$ cat config.mk
export PLATFORM = sky130hd
export DESIGN_NAME = synth_voice
export DESIGN_NICKNAME = d
export VERILOG_FILES = /design/src/rtl/synth_voice.sv
export SDC_FILE = /design/constraint.sdc
export NUM_CORES = 1
export LEC_CHECK = 0
export BUFFER_PORTS_ARGS = -buffer_cell sky130_fd_sc_hd__buf_2
export CAP_MARGIN = 20
export CORE_MARGIN = 1
export CORE_UTILIZATION = 25
export CTS_CLUSTER_DIAMETER = 120
export DETAILED_ROUTE_END_ITERATION = 8
export GPL_ROUTABILITY_DRIVEN = 0
export SLEW_MARGIN = 20
export SYNTH_ARGS = -nofsm -noshare
export SYNTH_HDL_FRONTEND = slang
export SYNTH_SLANG_ARGS = --single-unit
$ cat constraint.sdc
create_clock -name clk -period 7.7 [get_ports clk]
set_input_delay 0.77 -clock clk [delete_from_list [all_inputs] [get_ports clk]]
set_output_delay 0.77 -clock clk [all_outputs]
set_load 0.01 [all_outputs]
$ cat src/rtl/synth_voice.sv
// synth_voice: one synthesizer voice.
// A prescaler divides clk into a sample tick. On each tick the phase
// accumulator advances by pitch_increment. The selected waveforms (pulse, saw,
// triangle, and noise if present) are ANDed together. The combined wave is
// scaled by an attack/sustain/release envelope and registered to out.
//
// Optional feature macro: SYNTH_VOICE_NOISE_EN
//   defined     -> 23-bit LFSR and noise waveform present (voice_select[3])
//   not defined -> no LFSR; voice_select[3] is ignored
//
// Ports:
//   clk              system clock
//   rst              asynchronous active-low reset
//   voice_select     [0] pulse, [1] saw, [2] triangle, [3] noise
//   pitch_increment  phase step per sample tick
//   envelope_attack  envelope increment per tick while attacking
//   envelope_decay   envelope decrement per tick while releasing
//   gate             note on (1) / off (0)
//   sample_tick      one-clk pulse; the voice updates on the following edge
//   out              unsigned sample
//
// Envelope states:
//   state     | meaning
//   S_IDLE    | silent, env = 0
//   S_ATTACK  | env rising by envelope_attack per tick, saturating at 0xFFFF
//   S_SUSTAIN | env held at 0xFFFF while gate is high
//   S_RELEASE | env falling by envelope_decay per tick, saturating at 0
module synth_voice #(
  parameter int BITDEPTH        = 14,
  parameter int BITFRACTION     = 6,
  parameter int SAMPLECLOCK_DIV = 8
) (
  input  logic                clk,
  input  logic                rst,
  input  logic [3:0]          voice_select,
  input  logic [15:0]         pitch_increment,
  input  logic [7:0]          envelope_attack,
  input  logic [7:0]          envelope_decay,
  input  logic                gate,
  output logic                sample_tick,
  output logic [BITDEPTH-1:0] out
);

  localparam int ACC_W = BITDEPTH + BITFRACTION;

  typedef enum logic [1:0] {
    S_IDLE,
    S_ATTACK,
    S_SUSTAIN,
    S_RELEASE
  } env_state_t;

  logic [SAMPLECLOCK_DIV-1:0] presc;
  logic [ACC_W-1:0]           acc;
  logic [ACC_W-1:0]           acc_next;
  logic [BITDEPTH-1:0]        phase;
  logic [BITDEPTH-1:0]        saw;
  logic [BITDEPTH-1:0]        pulse;
  logic [BITDEPTH-1:0]        tri_fold;
  logic [BITDEPTH-1:0]        tri_wave;
  logic [BITDEPTH-1:0]        wave;
  logic                       any_sel;
  logic [BITDEPTH+7:0]        prod;

  env_state_t                 state, state_nx;
  logic [15:0]                env, env_nx;
  logic [16:0]                env_up, env_dn;
  logic                       gate_prev;
  logic                       tick;

  // The registered tick is high for the one clk before the update edge.
  assign tick = sample_tick;

  always_ff @(posedge clk or negedge rst) begin
    if (!rst) begin
      presc       <= '0;
      sample_tick <= 1'b0;
    end else begin
      presc       <= presc + 1'b1;
      sample_tick <= &presc;
    end
  end

  assign acc_next = acc + ACC_W'(pitch_increment);
  assign phase    = acc[ACC_W-1 -: BITDEPTH];
  assign saw      = phase;
  assign pulse    = {BITDEPTH{phase[BITDEPTH-1]}};
  assign tri_fold = phase[BITDEPTH-1] ? ~phase : phase;
  assign tri_wave = {tri_fold[BITDEPTH-2:0], 1'b0};

`ifdef SYNTH_VOICE_NOISE_EN
  localparam int STEP_BIT = BITFRACTION + BITDEPTH - 4;

  logic [22:0]         lfsr;
  logic [BITDEPTH-1:0] noise;

  assign noise = lfsr[22 -: BITDEPTH];

  // The LFSR clocks when the accumulator bit rises across this tick's add.
  always_ff @(posedge clk or negedge rst) begin
    if (!rst) begin
      lfsr <= '1;
    end else if (tick && !acc[STEP_BIT] && acc_next[STEP_BIT]) begin
      lfsr <= {lfsr[21:0], lfsr[22] ^ lfsr[17]};
    end
  end
`else
  logic unused_noise_sel;
  assign unused_noise_sel = voice_select[3];
`endif

  always_comb begin
    wave    = '1;
    any_sel = 1'b0;
    if (voice_select[0]) begin
      wave    = wave & pulse;
      any_sel = 1'b1;
    end
    if (voice_select[1]) begin
      wave    = wave & saw;
      any_sel = 1'b1;
    end
    if (voice_select[2]) begin
      wave    = wave & tri_wave;
      any_sel = 1'b1;
    end
`ifdef SYNTH_VOICE_NOISE_EN
    if (voice_select[3]) begin
      wave    = wave & noise;
      any_sel = 1'b1;
    end
`endif
    if (!any_sel) begin
      wave = '0;
    end
  end

  assign prod = (BITDEPTH+8)'(wave) * (BITDEPTH+8)'(env[15:8]);

  // 17-bit sums expose overflow/borrow for the saturating envelope steps.
  assign env_up = {1'b0, env} + {9'b0, envelope_attack};
  assign env_dn = {1'b0, env} - {9'b0, envelope_decay};

  always_comb begin
    state_nx = state;
    env_nx   = env;
    if (gate && !gate_prev) begin
      state_nx = S_ATTACK;
    end else begin
      case (state)
        S_IDLE: begin
          env_nx = '0;
        end
        S_ATTACK: begin
          if (!gate) begin
            state_nx = S_RELEASE;
          end else if (envelope_attack == 8'd0 || env_up[16] || env_up[15:0] == 16'hFFFF) begin
            env_nx   = 16'hFFFF;
            state_nx = S_SUSTAIN;
          end else begin
            env_nx = env_up[15:0];
          end
        end
        S_SUSTAIN: begin
          env_nx = 16'hFFFF;
          if (!gate) begin
            state_nx = S_RELEASE;
          end
        end
        S_RELEASE: begin
          if (envelope_decay == 8'd0 || env_dn[16] || env_dn[15:0] == 16'd0) begin
            env_nx   = '0;
            state_nx = S_IDLE;
          end else begin
            env_nx = env_dn[15:0];
          end
        end
        default: begin
          env_nx   = '0;
          state_nx = S_IDLE;
        end
      endcase
    end
  end

  // Output uses the pre-update env and acc: a one-sample pipeline.
  always_ff @(posedge clk or negedge rst) begin
    if (!rst) begin
      state     <= S_IDLE;
      env       <= '0;
      gate_prev <= 1'b0;
      acc       <= '0;
      out       <= '0;
    end else if (tick) begin
      state     <= state_nx;
      env       <= env_nx;
      gate_prev <= gate;
      acc       <= acc_next;
      out       <= prod[BITDEPTH+7:8];
    end
  end

endmodule

-- Yosys cells after proc, flatten, opt, wreduce, memory -nomap -nowiden
Cells that the tools add are included.
- flip-flop bits (word level): 62
- output and inout port bits: 15
- input bits: 39
- logic and storage cells: 56
- multiply operators: 1
- reductions and logical operators: 14
- add/subtract/negate cells: 4
- equality and inequality tests: 8
- mux-type cells: 18
- bitwise logic cells: 4
- operators with widths (kind ; number):
    16-bit case mux with 4 select lines ; 1
    14-bit two-way mux ; 4
    16-bit two-way mux ; 3
    14-bit bitwise AND ; 2
    14-bit by 8-bit multiplier with 22-bit output ; 1
    20-bit by 16-bit adder with 20-bit output ; 1
    16-bit by 8-bit adder with 17-bit output ; 1
    16-bit by 8-bit subtractor with 17-bit output ; 1
    16-bit equality test, second input constant ; 1
    16-bit logical NOT ; 1
    8-bit logical NOT ; 2
    13-bit two-way mux ; 1
    13-bit NOT ; 1
    2-bit two-way mux ; 5
    8-bit by 1-bit adder with 8-bit output, second input constant ; 1
    8-bit AND reduction ; 1
    3-bit != test, second input constant ; 2
    2-bit case mux with 3 select lines ; 1
    5-bit AND reduction ; 1
    2-bit equality test, second input constant ; 2
    1-bit logical OR ; 4
    4-bit != test, second input constant ; 1
    4-bit nonzero test ; 1
    1-bit two-way mux ; 3
    7 further kinds ; 7

-- Longest topological paths before layout
Gate-level depths: netlist of the first run.
- depth in word-level cells: 7
- mapped depth: 24

-- Least setup slack after synthesis of the first run
OpenSTA, ideal clock, no wires.
- path type: input to register
- start point: in voice_select[0]
- end point: reg out[13]
- arrival time: 6.060 ns
- path buffers: 1
- stages on the path: 20
- slack: 1.571 ns
- data required time: 7.631 ns
- cells stage by stage: nor2b_1 -> nor2_1 -> clkbuf_1 -> o21ai_0 -> a21oi_1 -> and2_1 -> fa_1 -> fa_1 -> fa_1 -> inv_1 -> fa_1 -> inv_1 -> ha_1 -> and3_1 -> a221oi_1 -> nor3b_1 -> a21oi_1 -> o311a_1 -> or4_1 -> nand3_1
- cells in the longest elaborated chain, start to end: 7
- elaborated cells between the ends (all ways): 10
- RTL lines (element ; line ; text):
    from (decl) ; 35 ; input logic [3:0] voice_select,
    14-bit two-way mux ; 115 ; if (voice_select[0]) begin
    14-bit bitwise AND ; 120 ; wave = wave & saw;
    14-bit two-way mux ; 119 ; if (voice_select[1]) begin
    14-bit bitwise AND ; 124 ; wave = wave & tri_wave;
    14-bit two-way mux ; 123 ; if (voice_select[2]) begin
    14-bit two-way mux * ; 133 ; if (!any_sel) begin
    14-bit by 8-bit multiplier with 22-bit output * ; 138 ; assign prod = (BITDEPTH+8)'(wave) * (BITDEPTH+8)'(env[15:8]);
    to (signal assigned) ; 199 ; out <= prod[BITDEPTH+7:8];
    to (decl) ; 41 ; output logic [BITDEPTH-1:0] out
Mark *: on every way between the ends. The rest lies on a longest branch, timed or not.
A chain may end at the register's enable or synchronous reset.

-- Worst setup path in the final report of the first run
- start point: in voice_select[2]
- end point: reg out[13]
- cells in the longest elaborated chain, start to end: 3
- elaborated cells between the ends (all ways): 4
- RTL lines (element ; line):
    14-bit two-way mux / 1-bit two-way mux (equally long branches) ; 123
    14-bit two-way mux * ; 133
    14-bit by 8-bit multiplier with 22-bit output * ; 138
Marks and branches as above.

==> results of run 1 <==
==> layout make-up <==
cell class	count	area, um2
Inverter	108	405
Sequential cell	62	1550
Fill cell	3319	22400
Timing Repair Buffer	74	425
Tap cell	402	503
Clock buffer	11	243
Multi-Input combinational cell	700	5890
Clock inverter	4	47.5
==> Yosys cell counts (3+ instances only) <==
| library cell | n |
|---|---|
| sky130_fd_sc_hd__xor2_1 | 21 |
| sky130_fd_sc_hd__mux2_2 | 15 |
| sky130_fd_sc_hd__buf_2 | 3 |
| sky130_fd_sc_hd__nor2b_1 | 5 |
| sky130_fd_sc_hd__dfrtp_1 | 62 |
| sky130_fd_sc_hd__o2111ai_1 | 3 |
| sky130_fd_sc_hd__nand3_1 | 11 |
| sky130_fd_sc_hd__a31oi_1 | 12 |
| sky130_fd_sc_hd__nand4_1 | 8 |
| sky130_fd_sc_hd__a31o_2 | 3 |
| sky130_fd_sc_hd__o311a_1 | 3 |
| sky130_fd_sc_hd__and3_1 | 5 |
| sky130_fd_sc_hd__o21a_1 | 11 |
| sky130_fd_sc_hd__and4_1 | 3 |
| sky130_fd_sc_hd__nor3_1 | 14 |
| sky130_fd_sc_hd__o211ai_1 | 3 |
| sky130_fd_sc_hd__inv_1 | 108 |
| sky130_fd_sc_hd__a311oi_1 | 3 |
| sky130_fd_sc_hd__a21o_1 | 11 |
| sky130_fd_sc_hd__o21ai_0 | 59 |
| sky130_fd_sc_hd__o31ai_1 | 7 |
| sky130_fd_sc_hd__nand2b_1 | 13 |
| sky130_fd_sc_hd__nor4_1 | 7 |
| sky130_fd_sc_hd__fa_1 | 74 |
| sky130_fd_sc_hd__or2_2 | 5 |
| sky130_fd_sc_hd__a21oi_1 | 56 |
| sky130_fd_sc_hd__xnor2_1 | 43 |
| sky130_fd_sc_hd__ha_1 | 77 |
| sky130_fd_sc_hd__and2_1 | 81 |
| sky130_fd_sc_hd__nor2_1 | 33 |
| sky130_fd_sc_hd__o21bai_1 | 5 |
| sky130_fd_sc_hd__a211oi_1 | 9 |
| sky130_fd_sc_hd__or4_1 | 4 |
| sky130_fd_sc_hd__o21ai_1 | 3 |
| sky130_fd_sc_hd__nand2_1 | 65 |
| sky130_fd_sc_hd__clkbuf_1 | 30 |
==> report_power, final <==
part	total [mW]	internal (mW)	switching, mW	leakage [nW]
Clock	0.412	0.257	0.156	0.141
Combinational	0.0899	0.0353	0.0545	3.56
Sequential	0.327	0.326	0.000351	0.777
Total	0.829	0.618	0.211	4.48
==> worst max path at each step <==
stage                          startpoint  endpoint  slack, ps  cells past startpoint
after floorplan           voice_select[0]   out[13]       1570                     20
after global placement    voice_select[2]   out[13]        640                     21
after detailed placement  voice_select[2]   out[13]        650                     21
after CTS                 voice_select[2]   out[13]        980                     21
after global routing      voice_select[2]   out[13]        600                     21
final                     voice_select[2]   out[13]        980                     21
==> routing by layer <==
layer  share of wire, %  vias to the layer above  global-route usage [%]
met5                  0                        -                       0
met4                1.9                        0                    4.14
met3                3.0                       22                    1.37
met2                 49                      106                    21.4
met1                 46                     3156                    15.7
li1                   -                     3163                       -
==> state kept, by name, summed over array words and instances (netlist names) <==
register / count
acc: 20
env: 16
gate_prev: 1
out: 14
presc: 8
sample_tick: 1
state: 2
==> metrics by stage <==
stage          area (um2)  instances  worst slack, ps
2_1_floorplan        7970        905             1570
3_3_place_gp         8770       1346              642
3_5_place_dp         8770       1346              652
4_1_cts              9060       1361              977
5_1_grt              9060       1361              595
6_report             9060       1361              984
==> logic make-up after synthesis <==
family          after synthesis  synth area share (%)
xor+xnor                     64                  7.03
flops                        62                  19.5
buf+inv                     143                  6.78
mux                          17                  2.43
compound gates              206                  16.2
simple gates                262                  17.4
fa+ha+maj                   151                  30.7
==> worst reg2reg max path, delay by kind of cell, from the launching register on <==
family | cells | cell delay [ps]
buffers and inverters | 4 | 560
AOI/OAI and AO/OA | 5 | 1490
and+or+nand+nor | 7 | 1760
adders and majority gates | 5 | 2390
DFF | 1 | 320
==> impl_summary.log, run 1 <==
INFO  metric worst_skew_pair.late_latency = about 340 ps
INFO  metric setup.reg_to_reg.worst_slack = approximately 1100 ps
INFO  metric layout.nets = 1,145
INFO  metric chipHeight = around 180 um
INFO  metric regToRegStartpoint = acc[19]
INFO  metric grt_max_degree = 63
INFO  metric tritoncts = yes
INFO  metric ir_drop = 0.0000980 V
INFO  metric antenna_found_initial = 0
INFO  metric dp_hpwl = around 15 mm
INFO  metric ys_async_sr_fraction = between 90% and 100%
INFO  metric share_of_cells_above_drive_strength_1 = 12.7%
INFO  metric p_per_cell_area = roughly 91 nW/um2
INFO  metric synth_seq_area_share = around a fifth
INFO  metric unrepaired_setup_endpoints_after_global_routing = no
INFO  metric remaining_drc_errors = 0
INFO  metric wirelength = between 15 and 20 mm
INFO  metric timing.critical_path.buf_inv = 4
INFO  metric final_min_period_over_clock_period = 87.2%
INFO  metric setup-violations-final = 0
INFO  metric setup_total_neg_slack = 0 ps
INFO  metric crit_chain = buf_2 > nor3_1 > nor2_1 > o21ai_0 > a21oi_1 > buf_4 > and2_1 > fa_1 > fa_1 > fa_1 > inv_1 > fa_1 > inv_1 > ha_1 > and3_1 > a221oi_1 > nor3b_1 > a21oi_1 > o311a_1 > or4_1 > nand3_1
INFO  metric fin_worst_hold_slack = about 460 ps
INFO  metric initial_cell_density_of_the_core = about a quarter
INFO  metric buffer_ports.inserted = 52
INFO  metric diodes_inserted = 0
INFO  metric post-route-util = between 20% and 30%
INFO  metric fin_worst_skew = 11.8 ps
INFO  metric number_of_enable_type_register_cells_in_the_synthesized_netlist = 0
INFO  metric hold_path_class = flop to flop
INFO  metric coreArea = between 30,000 and 40,000 um2
INFO  metric worst_r2r_path_depth = 21
INFO  metric io_pins = 54
INFO  metric cts_setup_buffers = 0
INFO  metric crit_fanout = 16
INFO  metric synthCells = 905
INFO  metric yosys-top-cells-area = sky130_fd_sc_hd__dfrtp_1 19%, sky130_fd_sc_hd__fa_1 19%, sky130_fd_sc_hd__ha_1 12%
INFO  metric report.final.slew_viol_count = 0
INFO  metric avgViaCountPerCell = roughly 4.7
INFO  metric synth_ff_type = sky130_fd_sc_hd__dfrtp_1
INFO  metric max_cap_violation_count = 0
INFO  metric drt_pass1_iterations = 5
INFO  metric h_tree_depth = 3
INFO  metric die_area = between 30,000 and 40,000 um2
INFO  metric cts_made_buffers = 9
INFO  metric cpLargestDelayFamily = adder cells
INFO  metric layout.cells.most_common_list = 108 x sky130_fd_sc_hd__inv_1, 81 x sky130_fd_sc_hd__and2_1, 77 x sky130_fd_sc_hd__ha_1, 74 x sky130_fd_sc_hd__fa_1, 65 x sky130_fd_sc_hd__nand2_1
INFO  metric post_synth.cell_area_avg = between 8 and 9 um2
INFO  metric status = finished clean
INFO  metric critical_path.endpoint_type = flop
INFO  metric mappedNetlistArea = roughly 8000 um2
INFO  metric cts_hold_repair.buffers = 0
INFO  metric hold_path_end = presc[0]
INFO  metric final_antenna_violating_net_count = 0
INFO  metric critical-path-slowest-cell = sky130_fd_sc_hd__fa_1
INFO  metric tightestPinTransition = approximately 840 ps
INFO  metric achievable_clock_frequency = 0.149 GHz
INFO  metric drt_iter0_markers = 450
INFO  metric cellLeakagePower = 4.48 nW
INFO  metric setup.worst_path.start_class = primary input
INFO  metric cp.arrival = approximately 7000 ps
INFO  metric placementRows = 65
INFO  metric cts.reportedPaths.clkPinSlew = 50 ps
INFO  metric ctsRootBufferMaster = sky130_fd_sc_hd__clkbuf_16
INFO  metric die_width = around 180 um
INFO  metric worstPathRequired = between 7000 and 8000 ps
INFO  metric post-synth-top-area-cell = sky130_fd_sc_hd__dfrtp_1
INFO  metric yosysUniqueCellTypes = 60
INFO  metric total_power = 829 uW
INFO  metric worst_slew_margin_rel = between 40% and 50%
INFO  metric grt_first_pass_wirelength = roughly 33 mm
INFO  metric detail_route.wl_per_cell = 14.2 um
INFO  metric whs_path_depth = 1
INFO  metric total_overflow_reported_by_the_global_router = 0
INFO  metric postSynthNetCount = approximately 1,100
INFO  metric cts.sinks = just over 60
INFO  metric ctsResizeCount = 0
INFO  metric yosys_warnings = 0
INFO  metric track_usage = around 12%
INFO  metric finalHoldViolCount = 0
INFO  metric critical_path_s_largest_stage_delay = about 550 ps
INFO  metric vias = around 6,400
INFO  metric crit-reg2reg-capture = out[13]
INFO  metric period_needed = approximately 6700 ps
INFO  metric crit_top_cell = sky130_fd_sc_hd__fa_1
INFO  metric area.growth.synth_to_final = 13.6%
INFO  metric synth_seq_cells = 62
INFO  metric via_count_of_the_first_global_routing_pass = 6,515
INFO  metric layout_commonest_cell = sky130_fd_sc_hd__inv_1
INFO  metric hold_path_startpoint = presc[0]
INFO  metric netlist.area_leader.share = 19.5%
INFO  metric cts_max_path_buffers = 2
INFO  metric critPathKind = primary input to flop
Note: power is estimated with default switching activity, not from simulation.
==> run 2, diff against run 1 <==
--- a/config.mk
+++ b/config.mk
@@ -6,12 +6,12 @@
 export NUM_CORES = 1
 export LEC_CHECK = 0
 export BUFFER_PORTS_ARGS = -buffer_cell sky130_fd_sc_hd__buf_2
-export CAP_MARGIN = 20
 export CORE_MARGIN = 1
 export CORE_UTILIZATION = 25
 export CTS_CLUSTER_DIAMETER = 120
 export DETAILED_ROUTE_END_ITERATION = 8
 export GPL_ROUTABILITY_DRIVEN = 0
+export GPL_TIMING_DRIVEN = 0
 export SLEW_MARGIN = 20
 export SYNTH_ARGS = -nofsm -noshare
 export SYNTH_HDL_FRONTEND = slang
==> impl_summary.log, run 2 (synthesis gave the netlist of run 1 again) <==
INFO  metric timing.critical_path.buf_inv = 4
INFO  metric wirelength = a little over 20 mm
INFO  metric clkPwrFrac = 50.7%
INFO  metric cts_setup_buffers = 0
INFO  metric chipHeight = ~180 um
INFO  metric achievable_clock_frequency = 0.144 GHz
INFO  metric critical-path-slowest-cell = sky130_fd_sc_hd__a21oi_1
INFO  metric worst_skew_pair.late_latency = 340 ps
INFO  metric tritoncts = yes
INFO  metric finalHoldViolCount = 0
INFO  metric cellInternalPower = 620 uW
INFO  metric remaining_drc_errors = 0
INFO  metric unrepaired_setup_endpoints_after_global_routing = no
INFO  metric h_tree_depth = 3
INFO  metric report.final.slew_viol_count = 0
INFO  metric cts.reportedPaths.clkPinSlew = 50 ps
INFO  metric globalRoute.busiestLayer = met2
INFO  metric detail_route.wl_per_cell = approximately 15 um
INFO  metric ctsRootBufferMaster = sky130_fd_sc_hd__clkbuf_16
INFO  metric seq_power_share = between 30% and 40%
INFO  metric final_antenna_violating_net_count = 0
INFO  metric critical_path.endpoint_type = flop
INFO  metric setup_total_neg_slack = 0 ps
INFO  metric coreArea = 31,500 um2
INFO  metric grtUsageMet3 = 1.88%
INFO  metric layout.cells.most_common_list = 108 x sky130_fd_sc_hd__inv_1, 81 x sky130_fd_sc_hd__and2_1, 77 x sky130_fd_sc_hd__ha_1, 74 x sky130_fd_sc_hd__fa_1, 65 x sky130_fd_sc_hd__nand2_1
INFO  metric setup.worst_path.start_class = primary input
INFO  metric critical_path_s_largest_stage_delay = ~680 ps
INFO  metric place_ws = between 400 and 500 ps
INFO  metric cts_made_buffers = 9
INFO  metric cts_max_path_buffers = 2
INFO  metric tightestPinTransition = roughly 1100 ps
INFO  metric worst_slew_margin_rel = about 29%
INFO  metric die_area = 32,600 um2
INFO  metric final-instance-count-excl-fill = around 1,400
INFO  metric layout_commonest_cell = sky130_fd_sc_hd__inv_1
INFO  metric p_per_cell_area = roughly 93 nW/um2
INFO  metric drt_iter0_markers = 399
INFO  metric switching_share = a little over a quarter
INFO  metric avgViaCountPerCell = 4.81
INFO  metric dp_hpwl = between 15 and 20 mm
INFO  metric post-route-util = ~29%
INFO  metric share_of_cells_above_drive_strength_1 = around 11%
INFO  metric antenna_found_initial = 0
INFO  metric io_pins = 54
INFO  metric ctsResizeCount = 0
INFO  metric die_width = 181 um
INFO  metric area.growth.synth_to_final = 13.7%
INFO  metric drt_pass1_iterations = 5
INFO  metric grt.met1_usage = between 10% and 20%
INFO  metric power_frac_comb = approximately a tenth
INFO  metric status = finished clean
INFO  metric setup-violations-final = 0
INFO  metric hold_path_class = primary input to asynchronous set/reset pin
INFO  metric cpLargestDelayFamily = adder cells
INFO  metric diodes_inserted = 0
INFO  metric via_count_of_the_first_global_routing_pass = 6,904
INFO  metric period_needed = around 6900 ps
INFO  metric placement.cell_area = 8760 um2
INFO  metric fin_worst_skew = approximately 11 ps
INFO  metric initial_cell_density_of_the_core = approximately a quarter
INFO  metric total_overflow_reported_by_the_global_router = 0
INFO  metric grt_first_pass_wirelength = 35.2 mm
INFO  metric worstPathRequired = between 7000 and 8000 ps
INFO  metric grt_max_degree = 38
INFO  metric final_area = 9070 um2
INFO  metric vias = between 6,000 and 7,000
INFO  metric fin_ws = approximately 760 ps
INFO  metric cellLeakagePower = 4.43 nW
INFO  metric cts_hold_repair.buffers = 0
INFO  metric crit_top_cell = sky130_fd_sc_hd__fa_1
INFO  metric max_cap_violation_count = 0
INFO  metric cp.arrival = approximately 7200 ps
INFO  metric reg_top3 = acc (20), env (16), out (14)
INFO  metric switchingPower = between 200 and 250 uW
INFO  metric filler_cell_count = 3,289
INFO  metric final_min_period_over_clock_period = around 90%
INFO  metric crit_fanout = 10
INFO  metric placementRows = between 60 and 70
INFO  metric layout.nets = between 1,000 and 1,500
INFO  metric buffer_ports.inserted = 52
INFO  metric met2_track_demand_over_resource_in_global_routing = 22.4%
INFO  metric track_usage = 13.4%
INFO  metric crit_chain = buf_2 > nor2b_1 > nor2_1 > clkbuf_1 > o21ai_0 > a21oi_1 > and2_1 > fa_1 > fa_1 > fa_1 > inv_1 > fa_1 > inv_1 > ha_1 > and3_1 > a221oi_1 > nor3b_1 > a21oi_1 > o311a_1 > or4_1 > nand3_1
INFO  metric registers.top_by_ff_count = acc
INFO  metric placed_cells_incl_taps = ~1,400
INFO  metric largest_register_ff_count = 20
INFO  metric critPathKind = primary input to flop
INFO  metric cts.sinks = 62
INFO  metric ir_drop = between 0.00009 and 0.0001 V
## run 2: power by group through the flow
stage          Sequential [mW]  Combinational [mW]  Clock, mW
3_3_place_gp             0.332              0.0851          0
3_5_place_dp             0.332              0.0879          0
2_1_floorplan            0.332              0.0502          0
4_1_cts                  0.326              0.0886      0.438
6_report                 0.326              0.0881      0.426
5_1_grt                  0.326              0.0994      0.450
## run 2: per-layer routing
layer	part of all wire, %	wire (um)
met1	46	9600
met2	48	9950
met3	3.6	754
met4	1.7	356
met5	0	0
## run 2: path summary, 6_finish.rpt
kind                                 start       end  slack [ps]  cells past startpoint
max                        voice_select[0]   out[13]         760                     21
min                                    rst  presc[3]         340                      1
max reg2reg                        acc[19]   out[13]         860                     21
min reg2reg                       presc[7]  presc[7]         460                      1
max in group asynchronous              rst    out[5]        6820                      2
min in group clk                  presc[7]  presc[7]         460                      1
## run 2: metrics by stage
stage	hold WS [ps]	total power [mW]
final	344	0.840
after global routing	356	0.875
after CTS	347	0.853
after detailed placement	458	0.420
after global placement	454	0.417
after floorplan	435	0.383
## run 2: area by class of cell
type | count | area, um2 | share of cell area, %
buffer | 35 | 135 | 1.49
inverter | 108 | 405 | 4.47
timing repair buffer | 53 | 283 | 3.12
clock buffer | 10 | 239 | 2.64
tap | 402 | 503 | 5.55
multi-input combinational | 700 | 5880 | 64.9
sequential | 62 | 1550 | 17.1
clock inverter | 6 | 70.1 | 0.773
==> run 3, diff against run 2 <==
--- a/config.mk
+++ b/config.mk
@@ -12,6 +12,7 @@
 export DETAILED_ROUTE_END_ITERATION = 8
 export GPL_ROUTABILITY_DRIVEN = 0
 export GPL_TIMING_DRIVEN = 0
+export PLACE_DENSITY = 0.38
 export SLEW_MARGIN = 20
 export SYNTH_ARGS = -nofsm -noshare
 export SYNTH_HDL_FRONTEND = slang
==> impl_summary.log, run 3 (synthesis gave the netlist of run 1 again) <==
INFO  metric status = finished clean
INFO  metric drt_pass1_iterations = 5
INFO  metric share_of_cells_above_drive_strength_1 = between 10% and 20%
INFO  metric layout.cells.most_common_list = 108 x sky130_fd_sc_hd__inv_1, 81 x sky130_fd_sc_hd__and2_1, 77 x sky130_fd_sc_hd__ha_1, 74 x sky130_fd_sc_hd__fa_1, 65 x sky130_fd_sc_hd__nand2_1
INFO  metric layout_commonest_cell = sky130_fd_sc_hd__inv_1
INFO  metric final_min_period_over_clock_period = between 80% and 90%
INFO  metric tritoncts = yes
INFO  metric achievable_clock_frequency = 0.145 GHz
INFO  metric finalHoldViolCount = 0
INFO  metric die_area = approximately 33,000 um2
INFO  metric grt_max_degree = 46
INFO  metric remaining_drc_errors = 0
INFO  metric buffer_ports.inserted = 52
INFO  metric cts.sinks = 62
INFO  metric cts_made_buffers = 9
INFO  metric cpLargestDelayFamily = adder cells
INFO  metric final_area = 9090 um2
INFO  metric unrepaired_setup_endpoints_after_global_routing = no
INFO  metric final-seq-area = 1550 um2
INFO  metric h_tree_depth = 3
INFO  metric setup.reg_to_reg.worst_slack = roughly 850 ps
INFO  metric registers.top_by_ff_count = acc
INFO  metric critPathKind = primary input to flop
INFO  metric cellLeakagePower = 4.45 nW
INFO  metric fin_worst_skew = approximately 12 ps
INFO  metric max_cap_violation_count = 0
INFO  metric placed_cells_incl_taps = 1,360
INFO  metric final_antenna_violating_net_count = 0
INFO  metric drt_iter0_markers = between 200 and 250
INFO  metric reg_top3 = acc (20), env (16), out (14)
INFO  metric setup_total_neg_slack = 0 ps
INFO  metric critical-path-slowest-cell = sky130_fd_sc_hd__a21oi_1
INFO  metric worst_slew_margin_rel = 28.0%
INFO  metric post-route-util = between 20% and 30%
INFO  metric detail_route.wl_per_cell = roughly 16 um
INFO  metric wirelength = between 20 and 25 mm
INFO  metric crit_chain = buf_2 > nor2b_1 > nor2_1 > clkbuf_1 > o21ai_0 > a21oi_1 > and2_1 > fa_1 > fa_1 > fa_1 > inv_1 > fa_1 > inv_1 > ha_1 > and3_1 > a221oi_1 > nor3b_1 > a21oi_1 > o311a_1 > or4_1 > nand3_1
INFO  metric vias = approximately 6,500
INFO  metric avgViaCountPerCell = 4.74
INFO  metric dp_hpwl = around 18 mm
INFO  metric critical_path_s_largest_stage_delay = around 650 ps
INFO  metric crit_top_cell = sky130_fd_sc_hd__fa_1
INFO  metric layout.nets = roughly 1,200
INFO  metric ctsRootBufferMaster = sky130_fd_sc_hd__clkbuf_16
INFO  metric timing.critical_path.buf_inv = 4
INFO  metric area.growth.synth_to_final = 14.0%
INFO  metric io_pins = 54
INFO  metric antenna_found_initial = 0
INFO  metric cts_hold_repair.buffers = 0
INFO  metric tightestPinTransition = about 1100 ps
INFO  metric place_ws = 431 ps
INFO  metric total_power = ~890 uW
INFO  metric placementRows = 65
INFO  metric report.final.slew_viol_count = 0
INFO  metric via_count_of_the_first_global_routing_pass = about 6,800
INFO  metric cts_setup_buffers = 0
INFO  metric largest_register_ff_count = 20
INFO  metric chipHeight = approximately 180 um
INFO  metric ctsResizeCount = 0
INFO  metric ir_drop = between 0.0001 and 0.00015 V
INFO  metric fin_ws = ~800 ps
INFO  metric critical_path.endpoint_type = flop
INFO  metric worstPathRequired = ~8000 ps
INFO  metric p_per_cell_area = 97.6 nW/um2
INFO  metric initial_cell_density_of_the_core = 25.3%
INFO  metric track_usage = 14.5%
INFO  metric cts.reportedPaths.clkPinSlew = 60 ps
INFO  metric period_needed = between 6000 and 7000 ps
INFO  metric grt_first_pass_wirelength = about 37 mm
INFO  metric cts_max_path_buffers = 2
INFO  metric final-instance-count-excl-fill = around 1,400
INFO  metric cp.arrival = 7190 ps
INFO  metric fin_worst_hold_slack = ~300 ps
INFO  metric setup.worst_path.start_class = primary input
INFO  metric worst_skew_pair.late_latency = roughly 360 ps
INFO  metric coreArea = 31,500 um2
INFO  metric diodes_inserted = 0
INFO  metric crit_fanout = 10
INFO  metric hold_path_class = primary input to asynchronous set/reset pin
INFO  metric placement.cell_area = 8770 um2
INFO  metric total_overflow_reported_by_the_global_router = 0
INFO  metric die_width = around 180 um
INFO  metric multi_input_area = between 5000 and 6000 um2
INFO  metric setup-violations-final = 0
INFO  metric filler_cell_count = around 3,400
run 3: cell types whose count changed in the layout (fill, tap and decap cells not counted):
cell and delta:
sky130_fd_sc_hd__clkinv_2 +3, sky130_fd_sc_hd__clkinvlp_4 -3, sky130_fd_sc_hd__buf_12 -1, sky130_fd_sc_hd__buf_16 +1, sky130_fd_sc_hd__bufinv_16 +1, sky130_fd_sc_hd__clkinv_4 -1
run 3: final timing paths:
check	from	to	depth (start not counted)
setup reg to reg	acc[19]	out[13]	21
min in group clk	presc[7]	presc[7]	1
hold reg to reg	presc[7]	presc[7]	1
setup / recovery	voice_select[0]	out[13]	21
hold / removal	rst	env[1]	1
max in group asynchronous	rst	out[10]	2
run 3: cell type report:
type	instances	area share, %
buffer	35	1.49
clock buffer	10	2.63
clock inverter	6	0.922
inverter	108	4.46
multi-input combinational	700	64.7
sequential	62	17.1
tap	402	5.53
timing repair buffer	53	3.19
run 3: where the power goes:
group	internal, mW	total [mW]	leakage (nW)	switching (mW)
combinational	0.0333	0.0893	3.51	0.0559
sequential	0.326	0.326	0.777	0.000453
clock	0.292	0.471	0.163	0.179
run 3: per-layer routing:
metal	track usage [%]	vias to the layer above	wire length, um
met5	0	-	0
met4	4.65	0	356
met3	1.92	21	617
met2	23.8	104	10400
met1	19.7	3204	11100
li1	-	3188	-
